$ cat src/rtl/osd_byte_pixel_unpacker_pkg.sv
// Shared types and constants for the OSD byte-to-pixel unpacker.
// Build option: OSD_PIX_LITTLE_ENDIAN_EN selects the payload byte order (see top module).
package osd_pix_pkg;

    typedef enum logic [2:0] {
        S_SYNC0 = 3'd0,
        S_SYNC1 = 3'd1,
        S_HDRH  = 3'd2,
        S_HDRL  = 3'd3,
        S_PIX   = 3'd4
    } parse_state_e;

    localparam logic [7:0] SYNC0_DEF = 8'hA5;
    localparam logic [7:0] SYNC1_DEF = 8'h5A;
    localparam int         RGB565_W  = 16;

    typedef struct packed {
        logic [RGB565_W-1:0] data;
        logic                sof;
        logic                eol;
    } pix_word_t;

endpackage

$ cat src/rtl/osd_byte_pixel_unpacker_if.sv
// Byte-in / pixel-out handshake bundle around the unpacker.
// The master modport is the unpacker side; slave is its FIFO/mixer surroundings.
interface osd_byte_pixel_unpacker_if;
    import osd_pix_pkg::*;

    logic [7:0]          in_data;
    logic                in_vld;
    logic                in_rdy;
    logic [RGB565_W-1:0] pix_data;
    logic                pix_vld;
    logic                pix_rdy;
    logic                pix_sof;
    logic                pix_eol;

    modport master (
        input  in_data,
        input  in_vld,
        output in_rdy,
        output pix_data,
        output pix_vld,
        input  pix_rdy,
        output pix_sof,
        output pix_eol
    );

    modport slave (
        output in_data,
        output in_vld,
        input  in_rdy,
        input  pix_data,
        input  pix_vld,
        output pix_rdy,
        input  pix_sof,
        input  pix_eol
    );

endinterface

$ cat src/rtl/osd_byte_pixel_unpacker_out_reg.sv
// One-entry valid/ready holding register for assembled pixels.
// Upstream ready is asserted whenever the slot is empty or draining this cycle.
module osd_pix_out_reg
    import osd_pix_pkg::*;
(
    input  logic      clk,
    input  logic      rst,
    input  logic      load_vld,
    input  pix_word_t load_word,
    output logic      load_rdy,
    output logic      out_vld,
    output pix_word_t out_word,
    input  logic      out_rdy
);

    logic      vld_q;
    logic      vld_d;
    pix_word_t word_q;
    pix_word_t word_d;

    always_comb begin
        vld_d    = vld_q;
        word_d   = word_q;
        load_rdy = ~vld_q | out_rdy;
        if (load_vld && load_rdy) begin
            vld_d  = 1'b1;
            word_d = load_word;
        end else if (out_rdy) begin
            vld_d = 1'b0;
        end
    end

    always_ff @(posedge clk) begin
        if (rst) begin
            vld_q  <= 1'b0;
            word_q <= '0;
        end else begin
            vld_q  <= vld_d;
            word_q <= word_d;
        end
    end

    assign out_vld  = vld_q;
    assign out_word = word_q;

endmodule

$ cat src/rtl/osd_byte_pixel_unpacker.sv
// Framed byte stream parser: sync A5 5A, BE line number, H_ACTIVE 2-byte RGB565 pixels.
// Define OSD_PIX_LITTLE_ENDIAN_EN to take the first payload byte as the pixel low byte.
//
// state   | meaning
// S_SYNC0 | hunting for first sync byte
// S_SYNC1 | first sync seen, expecting second
// S_HDRH  | line number high byte
// S_HDRL  | line number low byte
// S_PIX   | pixel payload, two bytes per pixel
module osd_byte_pixel_unpacker
    import osd_pix_pkg::*;
#(
    parameter int         H_ACTIVE = 640,
    parameter logic [7:0] SYNC0    = SYNC0_DEF,
    parameter logic [7:0] SYNC1    = SYNC1_DEF
) (
    input  logic                          rd_clk,
    input  logic                          rd_rst,
    osd_byte_pixel_unpacker_if.master     bus,
    output logic [15:0]                   line_num,
    output logic                          sync_err,
    output logic [15:0]                   err_cnt
);

    localparam logic [11:0] LAST_PIX = 12'(H_ACTIVE - 1);

    parse_state_e state_q, state_d;
    logic [7:0]   first_q, first_d;
    logic         phase_q, phase_d;
    logic [11:0]  pix_cnt_q, pix_cnt_d;
    logic [15:0]  line_num_q, line_num_d;
    logic         locked_q, locked_d;
    logic         sync_err_q, sync_err_d;
    logic [15:0]  err_cnt_q, err_cnt_d;

    logic         in_rdy_c;
    logic         byte_xfer;
    logic         err_hit;
    logic         load_vld;
    logic         load_rdy;
    pix_word_t    load_word;
    pix_word_t    out_word;
    logic         out_vld;

    always_comb begin
        state_d    = state_q;
        first_d    = first_q;
        phase_d    = phase_q;
        pix_cnt_d  = pix_cnt_q;
        line_num_d = line_num_q;
        locked_d   = locked_q;
        err_cnt_d  = err_cnt_q;
        sync_err_d = 1'b0;
        err_hit    = 1'b0;
        load_vld   = 1'b0;
        load_word  = '0;

        // Only the payload phase can be back-pressured by the output slot.
        in_rdy_c  = (state_q == S_PIX) ? load_rdy : 1'b1;
        byte_xfer = bus.in_vld & in_rdy_c;

        if (byte_xfer) begin
            unique case (state_q)
                S_SYNC0: begin
                    if (bus.in_data == SYNC0) begin
                        state_d = S_SYNC1;
                    end else begin
                        err_hit = locked_q;
                    end
                end
                S_SYNC1: begin
                    if (bus.in_data == SYNC1) begin
                        state_d = S_HDRH;
                    end else if (bus.in_data != SYNC0) begin
                        state_d = S_SYNC0;
                        err_hit = locked_q;
                    end
                end
                S_HDRH: begin
                    line_num_d[15:8] = bus.in_data;
                    state_d          = S_HDRL;
                end
                S_HDRL: begin
                    line_num_d[7:0] = bus.in_data;
                    pix_cnt_d       = '0;
                    phase_d         = 1'b0;
                    state_d         = S_PIX;
                end
                S_PIX: begin
                    if (!phase_q) begin
                        first_d = bus.in_data;
                        phase_d = 1'b1;
                    end else begin
                        load_vld = 1'b1;
`ifdef OSD_PIX_LITTLE_ENDIAN_EN
                        load_word.data = {bus.in_data, first_q};
`else
                        load_word.data = {first_q, bus.in_data};
`endif
                        load_word.sof  = (line_num_q == 16'd0) && (pix_cnt_q == 12'd0);
                        load_word.eol  = (pix_cnt_q == LAST_PIX);
                        phase_d        = 1'b0;
                        if (pix_cnt_q == LAST_PIX) begin
                            state_d  = S_SYNC0;
                            locked_d = 1'b1;
                        end else begin
                            pix_cnt_d = pix_cnt_q + 12'd1;
                        end
                    end
                end
                default: state_d = S_SYNC0;
            endcase
        end

        if (err_hit) begin
            sync_err_d = 1'b1;
            locked_d   = 1'b0;
            if (err_cnt_q != 16'hFFFF) begin
                err_cnt_d = err_cnt_q + 16'd1;
            end
        end
    end

    always_ff @(posedge rd_clk) begin
        if (rd_rst) begin
            state_q    <= S_SYNC0;
            first_q    <= '0;
            phase_q    <= 1'b0;
            pix_cnt_q  <= '0;
            line_num_q <= '0;
            locked_q   <= 1'b0;
            sync_err_q <= 1'b0;
            err_cnt_q  <= '0;
        end else begin
            state_q    <= state_d;
            first_q    <= first_d;
            phase_q    <= phase_d;
            pix_cnt_q  <= pix_cnt_d;
            line_num_q <= line_num_d;
            locked_q   <= locked_d;
            sync_err_q <= sync_err_d;
            err_cnt_q  <= err_cnt_d;
        end
    end

    osd_pix_out_reg u_out_reg (
        .clk       (rd_clk),
        .rst       (rd_rst),
        .load_vld  (load_vld),
        .load_word (load_word),
        .load_rdy  (load_rdy),
        .out_vld   (out_vld),
        .out_word  (out_word),
        .out_rdy   (bus.pix_rdy)
    );

    assign bus.in_rdy   = in_rdy_c;
    assign bus.pix_vld  = out_vld;
    assign bus.pix_data = out_word.data;
    assign bus.pix_sof  = out_word.sof;
    assign bus.pix_eol  = out_word.eol;
    assign line_num     = line_num_q;
    assign sync_err     = sync_err_q;
    assign err_cnt      = err_cnt_q;

endmodule

$ cat src/flat_wrapper.sv
// flat-port wrapper written by rule: the top's interface ports become plain ports
module osd_byte_pixel_unpacker_flat import osd_pix_pkg::*;
#(
    parameter int         H_ACTIVE = 640,
    parameter logic [7:0] SYNC0    = SYNC0_DEF,
    parameter logic [7:0] SYNC1    = SYNC1_DEF
)
  (rd_clk, rd_rst, line_num, sync_err, err_cnt, bus_in_data, bus_in_vld, bus_in_rdy, bus_pix_data, bus_pix_vld, bus_pix_rdy, bus_pix_sof, bus_pix_eol);
  osd_byte_pixel_unpacker_if bus_i ();
  input  logic rd_clk;
  input  logic rd_rst;
  output logic [15:0] line_num;
  output logic sync_err;
  output logic [15:0] err_cnt;
  input wire logic [$bits(bus_i.in_data)-1:0] bus_in_data;
  input wire logic [$bits(bus_i.in_vld)-1:0] bus_in_vld;
  output wire logic [$bits(bus_i.in_rdy)-1:0] bus_in_rdy;
  output wire logic [$bits(bus_i.pix_data)-1:0] bus_pix_data;
  output wire logic [$bits(bus_i.pix_vld)-1:0] bus_pix_vld;
  input wire logic [$bits(bus_i.pix_rdy)-1:0] bus_pix_rdy;
  output wire logic [$bits(bus_i.pix_sof)-1:0] bus_pix_sof;
  output wire logic [$bits(bus_i.pix_eol)-1:0] bus_pix_eol;
  assign bus_i.in_data = bus_in_data;
  assign bus_i.in_vld = bus_in_vld;
  assign bus_in_rdy = bus_i.in_rdy;
  assign bus_pix_data = bus_i.pix_data;
  assign bus_pix_vld = bus_i.pix_vld;
  assign bus_i.pix_rdy = bus_pix_rdy;
  assign bus_pix_sof = bus_i.pix_sof;
  assign bus_pix_eol = bus_i.pix_eol;
  osd_byte_pixel_unpacker #(.H_ACTIVE(H_ACTIVE), .SYNC0(SYNC0), .SYNC1(SYNC1)) u_core (.rd_clk(rd_clk), .rd_rst(rd_rst), .bus(bus_i), .line_num(line_num), .sync_err(sync_err), .err_cnt(err_cnt));
endmodule
$ cat config.mk
export PLATFORM = sky130hd
export DESIGN_NAME = osd_byte_pixel_unpacker_flat
export DESIGN_NICKNAME = d
export VERILOG_FILES = /design/src/rtl/osd_byte_pixel_unpacker_pkg.sv /design/src/rtl/osd_byte_pixel_unpacker_if.sv /design/src/rtl/osd_byte_pixel_unpacker_out_reg.sv /design/src/rtl/osd_byte_pixel_unpacker.sv /design/src/flat_wrapper.sv
export SDC_FILE = /design/constraint.sdc
export NUM_CORES = 1
export LEC_CHECK = 0
export BUFFER_PORTS_ARGS = -buffer_cell sky130_fd_sc_hd__buf_2
export CAP_MARGIN = 25
export CORE_MARGIN = 2
export CORE_UTILIZATION = 32
export CTS_BUF_LIST = sky130_fd_sc_hd__clkbuf_16
export DETAILED_ROUTE_END_ITERATION = 7
export GPL_TIMING_DRIVEN = 0
export PLACE_DENSITY = 0.49
export SYNTH_ARGS = -nofsm -noshare
export SYNTH_HDL_FRONTEND = slang
export SYNTH_HIERARCHICAL = 1
export SYNTH_SLANG_ARGS = --single-unit
export TNS_END_PERCENT = 20
$ cat constraint.sdc
create_clock -name rd_clk -period 2.6 [get_ports rd_clk]
set_clock_uncertainty 0.1 [all_clocks]
set_input_delay 0.13 -clock rd_clk [delete_from_list [all_inputs] [get_ports rd_clk]]
set_output_delay 0.13 -clock rd_clk [all_outputs]
set_load 0.03 [all_outputs]
======== Yosys cells after proc, flatten, opt, wreduce, memory -nomap -nowiden ========
Cells that the tools add are included.
storage, ports and cells
  flip-flop bits (word level) ............. 77
  word-level logic and storage cells ...... 75
operators by class
  reductions and logical operators ........ 16
  multiplexer cells ....................... 26
  bitwise gates (word level) .............. 4
  add/subtract/negate cells ............... 2
  equality and inequality tests ........... 14
operators by type and width
  kind                                              count
  two-way mux 18 bit                                3
  two-way mux 12 bit                                2
  case mux 12 bit (2 select lines)                  1
  adder 16 x 1 -> 16 bit (second input constant)    1
  zero test 16 bit                                  1
  != test 16 bit (second input constant)            1
  two-way mux 3 bit                                 5
  case mux 3 bit (5 select lines)                   1
  adder 12 x 1 -> 12 bit (second input constant)    1
  == test 12 x 10 -> 1 bit (second input constant)  1
  zero test 12 bit                                  1
  two-way mux 1 bit                                 12
  == test 8 x 7 -> 1 bit (second input constant)    1
  == test 8 bit (second input constant)             1
  != test 8 bit (second input constant)             1
  AND reduction 2 bit                               4
  AND reduction 4 bit                               2
  == test 3 x 2 -> 1 bit (second input constant)    2
  AND reduction 5 bit                               1
  != test 2 x 1 -> 1 bit (second input constant)    2
  != test 2 bit (second input constant)             2
  case mux 1 bit (2 select lines)                   2
  nonzero test 2 bit                                2
  == test 3 x 1 -> 1 bit (second input constant)    1
  9 further kinds                                   11

======== Logic depth before layout (Yosys ltp) ========
  depth after elaboration ................. 7
  depth in mapped cells ................... 11

======== Modules after synthesis ========
Netlist, hierarchy kept.
by module, submodules not included
  module                   area an instance (um2)  times used  cells an instance
  osd_byte_pixel_unpacker  2819.0                  1           345
  osd_pix_out_reg          991.0                   1           86

======== Worst setup path after synthesis ========
No wires, ideal clock.
  kind .................................... flip-flop to flip-flop
  start point ............................. reg u_core.u_out_reg.vld_q, in the netlist u_core/u_out_reg/out_vld
  end point ............................... reg u_core.u_out_reg.word_q, in the netlist u_core/u_out_reg/out_word[10]
  data required time ...................... 2.375 ns
  arrival time ............................ 1.916 ns
  buffers on the path ..................... 5
  stages on the path, launching flop included .. 12
  slack ................................... 0.459 ns
  period minus slack after synthesis ...... 2.141 ns
  cells stage by stage .................... dfxtp_1 > nand2b_4 > buf_6 > buf_12 > nand3_1 > or2_2 > inv_1 > clkbuf_1 > buf_6 > clkbuf_8 > a21bo_1 > a21oi_2
between the ends
  longest elaborated chain between the ends .. 6
ends and longest elaborated chain
  item                       line                                   RTL
  from (decl)                osd_byte_pixel_unpacker_out_reg.sv:16  logic vld_q;
  from (signal assigned)     osd_byte_pixel_unpacker_out_reg.sv:38  vld_q <= vld_d;
  inverter 1 bit             osd_byte_pixel_unpacker_out_reg.sv:24  load_rdy = ~vld_q | out_rdy;
  bitwise OR 1 bit           osd_byte_pixel_unpacker_out_reg.sv:24
  named net u_core.load_rdy  osd_byte_pixel_unpacker.sv:40          logic load_rdy;
  two-way mux 1 bit          osd_byte_pixel_unpacker.sv:59          in_rdy_c = (state_q == S_PIX) ? load_rdy : 1'b1;
  AND 1 bit                  osd_byte_pixel_unpacker.sv:60          byte_xfer = bus.in_vld & in_rdy_c;
  two-way mux 1 bit          osd_byte_pixel_unpacker.sv:62          if (byte_xfer) begin
  named net u_core.load_vld  osd_byte_pixel_unpacker.sv:39          logic load_vld;
  logical AND 1 bit          osd_byte_pixel_unpacker_out_reg.sv:25  if (load_vld && load_rdy) begin
  to (signal assigned)       osd_byte_pixel_unpacker_out_reg.sv:39  word_q <= word_d;
  to (decl)                  osd_byte_pixel_unpacker_out_reg.sv:18  pix_word_t word_q;
The timed path passes the listed nets, and every way through them passes these cells.
A chain may end at the register's enable or synchronous reset.

======== Final worst setup path ========
  start point ............................. in bus_in_data[4]
  end point ............................... reg u_core.err_cnt_q[1], in the netlist u_core/err_cnt[1]
between the ends
  longest elaborated chain between the ends .. 6
ends and longest elaborated chain
  item                                      line                            RTL
  from (decl)                               flat_wrapper.sv:15              input wire logic [$bits(bus_i.in_data)-1:0] bus_in_data;
  != test 8 bit                             osd_byte_pixel_unpacker.sv:74   end else if (bus.in_data != SYNC0) begin
  two-way mux 1 bit                         osd_byte_pixel_unpacker.sv:74
  two-way mux 1 bit                         osd_byte_pixel_unpacker.sv:72   if (bus.in_data == SYNC1) begin
  case mux 1 bit (2 select lines) (*)       osd_byte_pixel_unpacker.sv:63   unique case (state_q)
  two-way mux 1 bit (*)                     osd_byte_pixel_unpacker.sv:62
  AND reduction 2 bit (no source line) (*)  n/a
  to (signal assigned)                      osd_byte_pixel_unpacker.sv:142  err_cnt_q <= err_cnt_d;
  to (decl)                                 osd_byte_pixel_unpacker.sv:34   logic [15:0] err_cnt_q, err_cnt_d;
Mark *: on every way between the ends. The rest lies on a longest branch, timed or not.

==> impl_summary.md <==
Floorplanning
The area inside the core boundary is 11500 µm². The number of top-level pins is 65. The floorplan step set the die width to 113 µm. The placement row count is 39. The floorplan step defined a die boundary enclosing 12800 µm².

The initial standard-cell utilization of the core is 33.1%. In this run the vertical extent of the chip is 113 µm.

Logic synthesis
The share of synthesized registers carrying an async set or reset is 0%. The number of enable flip-flop cells after synthesis is 0. The number of nets handed over by synthesis was 446.

The flip-flop and latch count after synthesis is 77. The compound-gate portion of the synthesized area is 20.5%. The arithmetic-cell share of the synthesized area counting full adders, half adders and majority gates is 0.985%. The multiplexer share of the synthesized area is 3.25%. By area, the combinational part of the netlist is dominated by simple AND/OR/NAND/NOR gates. The simple logic cell fraction of the synthesized area is 28.4%. The cell area that synthesis handed to floorplanning was 3810 µm². The top flip-flop cell by instance count after synthesis is sky130_fd_sc_hd__dfxtp_1. Summing the sequential cell areas from Yosys gives 40.5% of the chip area. The synthesized instance count is 431. The mean area per synthesized cell is 8.84 µm². The number of different library cells in the post-synthesis netlist is 60.

The xor/xnor share of the synthesized area is 0.690%. The synthesis warning total is 6.

Placed design
The weighted congestion at the end of routability-driven global placement is 0.792. Once detailed placement completed, the half-perimeter wirelength came to 7.32 mm. The placed instance area is 4310 µm². In this run the tool buffered the top-level ports with 64 buffer cells.

Cells and area
In the final layout, the multi-input gates occupy 2050 µm². The post-route core utilization is 40.3%. Cells with a size suffix above 1 make up 25.2% of the layout. The synthesis-to-layout area growth is 21.8%. Leaving out fill and tap cells, the most frequent cell in the layout is sky130_fd_sc_hd__dfxtp_1. The finished cells cover 4640 µm².

The net count of the finished layout is 526. Leaving out fill and tap cells, the most frequent cells in the layout are 77 x sky130_fd_sc_hd__dfxtp_1, 70 x sky130_fd_sc_hd__buf_2, 56 x sky130_fd_sc_hd__nand2_1. The number of fill cells in the layout is 1183. The total inserted antenna cells is 0. The sequential cells in the finished layout cover a total of 1540 µm².

Critical path
The worst setup path is of the primary input to flip-flop kind. The element type at the critical path end is a flip-flop. The largest individual stage delay along the critical path comes from the cell sky130_fd_sc_hd__dlygate4sd3_1. The cell that appears most often on the critical path is sky130_fd_sc_hd__buf_2. Along the worst path, the maximum fanout reaches 10. On the worst path, the slowest cell contributes a delay of 530 ps. The arrival time of the worst setup path is 2520 ps. STA classifies the critical path startpoint as a primary input. Broken down by cell family, the worst path's largest delay share belongs to buffers and inverters. At the worst endpoint, the required time is 2770 ps. The total buffers and inverters traversed by the critical path is 4. The signal on the critical path passes through dlygate4sd3_1, buf_2, nor4bb_1, nand4b_1, nand4_1, buf_2, clkbuf_1, o21ai_0, a21oi_1.

Power
In this run the power spent charging and discharging nets is 0.000531 W. The post-route total power is 0.00246 W. The combinational fraction of design power is 2.8%. The switching share of power is 21.6%. IR analysis of the VDD net gives a maximum drop of 0.222 mV.

Registers are responsible for 48.0% of the overall power. In this run the static leakage power is 1.72 nW. The internal power is 0.00193 W. For this design the ratio of total power to cell area is 530 nW/µm². The share of power burned in the clock network is 49.2%.

Route
Wire segments on met2 add up to 4.60 mm in the final route. The detail-routed via count per cell is 5.19. Once detail routing completed, the nets flagged for antenna violations numbered 0.

The initial DRC count is 193. The via count of the routed design is 3414. In the final routing, the length of wire on met1 measures 4.97 mm. The pre-antenna-repair detailed-routing pass consisted of 6 iterations. The detailed route wirelength on metal3 is 458 µm. After detailed routing, the total wire length is 10.1 mm. In the routed design, unresolved DRC markers number 6. The routed wire length per instance is 15.4 µm. The highest routing layer actually used is met4.

Clock tree
The clock-pin slew of the registers on the worst-case setup and hold paths is 60 ps. The H-tree generated during clock tree synthesis spans 3 levels. The clock passes through at most 2 buffers. The number of sinks driven by the clock tree is 77.

TritonCTS built the clock tree. The clock latency at the later pin of the worst-skew pair is 340 ps. The post-CTS setup-driven buffer insertion count is 0. The clock root buffer is sky130_fd_sc_hd__clkbuf_16. The number of clock buffers inserted by TritonCTS is 9.

Worst hold path
The class of the most critical hold timing path is primary input to flip-flop.

STA
The relative slew slack is 46.9%. The number of failing hold endpoints at the final stage is 0. Of the available clock period, the critical path in the final layout requires 90.6%. The actual slew at the worst max-slew pin is 792 ps. After routing, the total negative slack on setup checks comes to 0 ps. The number of setup violations in the final report is 0. Setup repair after global routing left no endpoint under its margin. Based on the critical path, the design can be clocked at up to 424 MHz. The number of slew-limit violations in the final report is 0.

Final hold analysis gives a worst-case slack of 16.5 ps. The post-layout minimum cycle time is 2360 ps.

GRT
In the global route stage, overall resource usage came out at 16.5%. The initial antenna violation count was 0. The final global-route overflow total is 0. The number of global-route vias before repair is 3222. The first global-routing pass estimated 16.8 mm of wire. Entering global routing, the biggest net connects 15 pins.

Flow run
The number of max-cap violations is 0.

Run status
The flow ran to the end, but the final reports show violations. The final reports fail on DRC.
## synth_stat cells (6+ instances only)
cell	instances	area (µm²)
sky130_fd_sc_hd__nand4_1	10	62.6
sky130_fd_sc_hd__nand3_1	22	110
sky130_fd_sc_hd__o21ai_0	9	45.0
sky130_fd_sc_hd__a21oi_2	18	158
sky130_fd_sc_hd__inv_1	7	26.3
sky130_fd_sc_hd__nor4_1	10	62.6
sky130_fd_sc_hd__buf_2	6	30.0
sky130_fd_sc_hd__o31ai_1	11	82.6
sky130_fd_sc_hd__dfxtp_1	77	1540
sky130_fd_sc_hd__nand2_1	56	210
sky130_fd_sc_hd__nand3_2	8	80.1
sky130_fd_sc_hd__or4_1	10	75.1
sky130_fd_sc_hd__clkbuf_1	12	45.0
sky130_fd_sc_hd__a21oi_1	37	185
sky130_fd_sc_hd__nor2_1	19	71.3
sky130_fd_sc_hd__mux2i_1	9	90.1
sky130_fd_sc_hd__and2_1	19	119
sky130_fd_sc_hd__or3_1	8	50.1
sky130_fd_sc_hd__a21bo_1	18	180
## final timing paths
kind	start	end	slack [ps]	cells after the start
max	bus_in_data[4]	u_core/err_cnt[1]	240	9
min	bus_in_data[2]	u_core/line_num[10]	20	3
min reg2reg	u_core/line_num[3]	u_core/line_num[3]	370	2
max reg2reg	u_core/err_cnt[0]	u_core/err_cnt[8]	270	8
## tightest hold or removal path, stage by stage
cell and delay [ps]:
sky130_fd_sc_hd__buf_2 150, sky130_fd_sc_hd__nand2_1 70, sky130_fd_sc_hd__a21oi_1 50
## final cells by class
type | instances | share of cell area (%)
Clock buffer | 9 | 4.85
Sequential cell | 77 | 33.2
Multi-Input combinational cell | 319 | 44.1
Inverter | 7 | 0.566
Timing Repair Buffer | 69 | 7.98
Buffer | 28 | 4.20
Tap cell | 143 | 3.85
Clock inverter | 6 | 1.21
## repair_timing
action / in CTS / in global routing
endpoints found under the setup margin: 0 / 1
gates resized for setup: 0 / 2
endpoints found under the hold margin: 9 / 0
hold buffers: 5 / 0
## layer usage
layer | vias to the layer above | GRT usage, %
li1 | 1726 | -
met4 | 0 | 6.99
met2 | 85 | 25.6
met1 | 1593 | 22.5
met3 | 10 | 3.00
met5 | - | 0
## power by group through the flow
stage / logic (W) / clock network (W) / registers, W
after global routing: 0.0000763 / 0.00130 / 0.00118
after CTS: 0.0000713 / 0.00125 / 0.00118
after detailed placement: 0.0000652 / 0 / 0.00121
final: 0.0000699 / 0.00121 / 0.00118
after global placement: 0.0000651 / 0 / 0.00121
after floorplan: 0.0000300 / 0 / 0.00121
## flip-flops by register name, summed over array words and instances (netlist names)
name,cells
u_core/err_cnt,16
u_core/first_q,8
u_core/line_num,16
u_core/locked_q,1
u_core/phase_q,1
u_core/pix_cnt_q,12
u_core/state_q,3
u_core/sync_err,1
u_core/u_out_reg/out_vld,1
u_core/u_out_reg/out_word,18
## logic make-up after synthesis
group	count (synthesis)
compound gates	107
buf+inv	35
xor+xnor	3
fa+ha+maj	3
flops	77
mux	12
simple gates	194
## through the flow
stage | cells | worst slack [ps]
2_1_floorplan | 431 | 459
3_3_place_gp | 638 | 173
3_5_place_dp | 638 | 161
4_1_cts | 658 | 150
5_1_grt | 658 | 47.3
6_report | 658 | 243
Note: power is estimated with default switching activity, not from simulation.
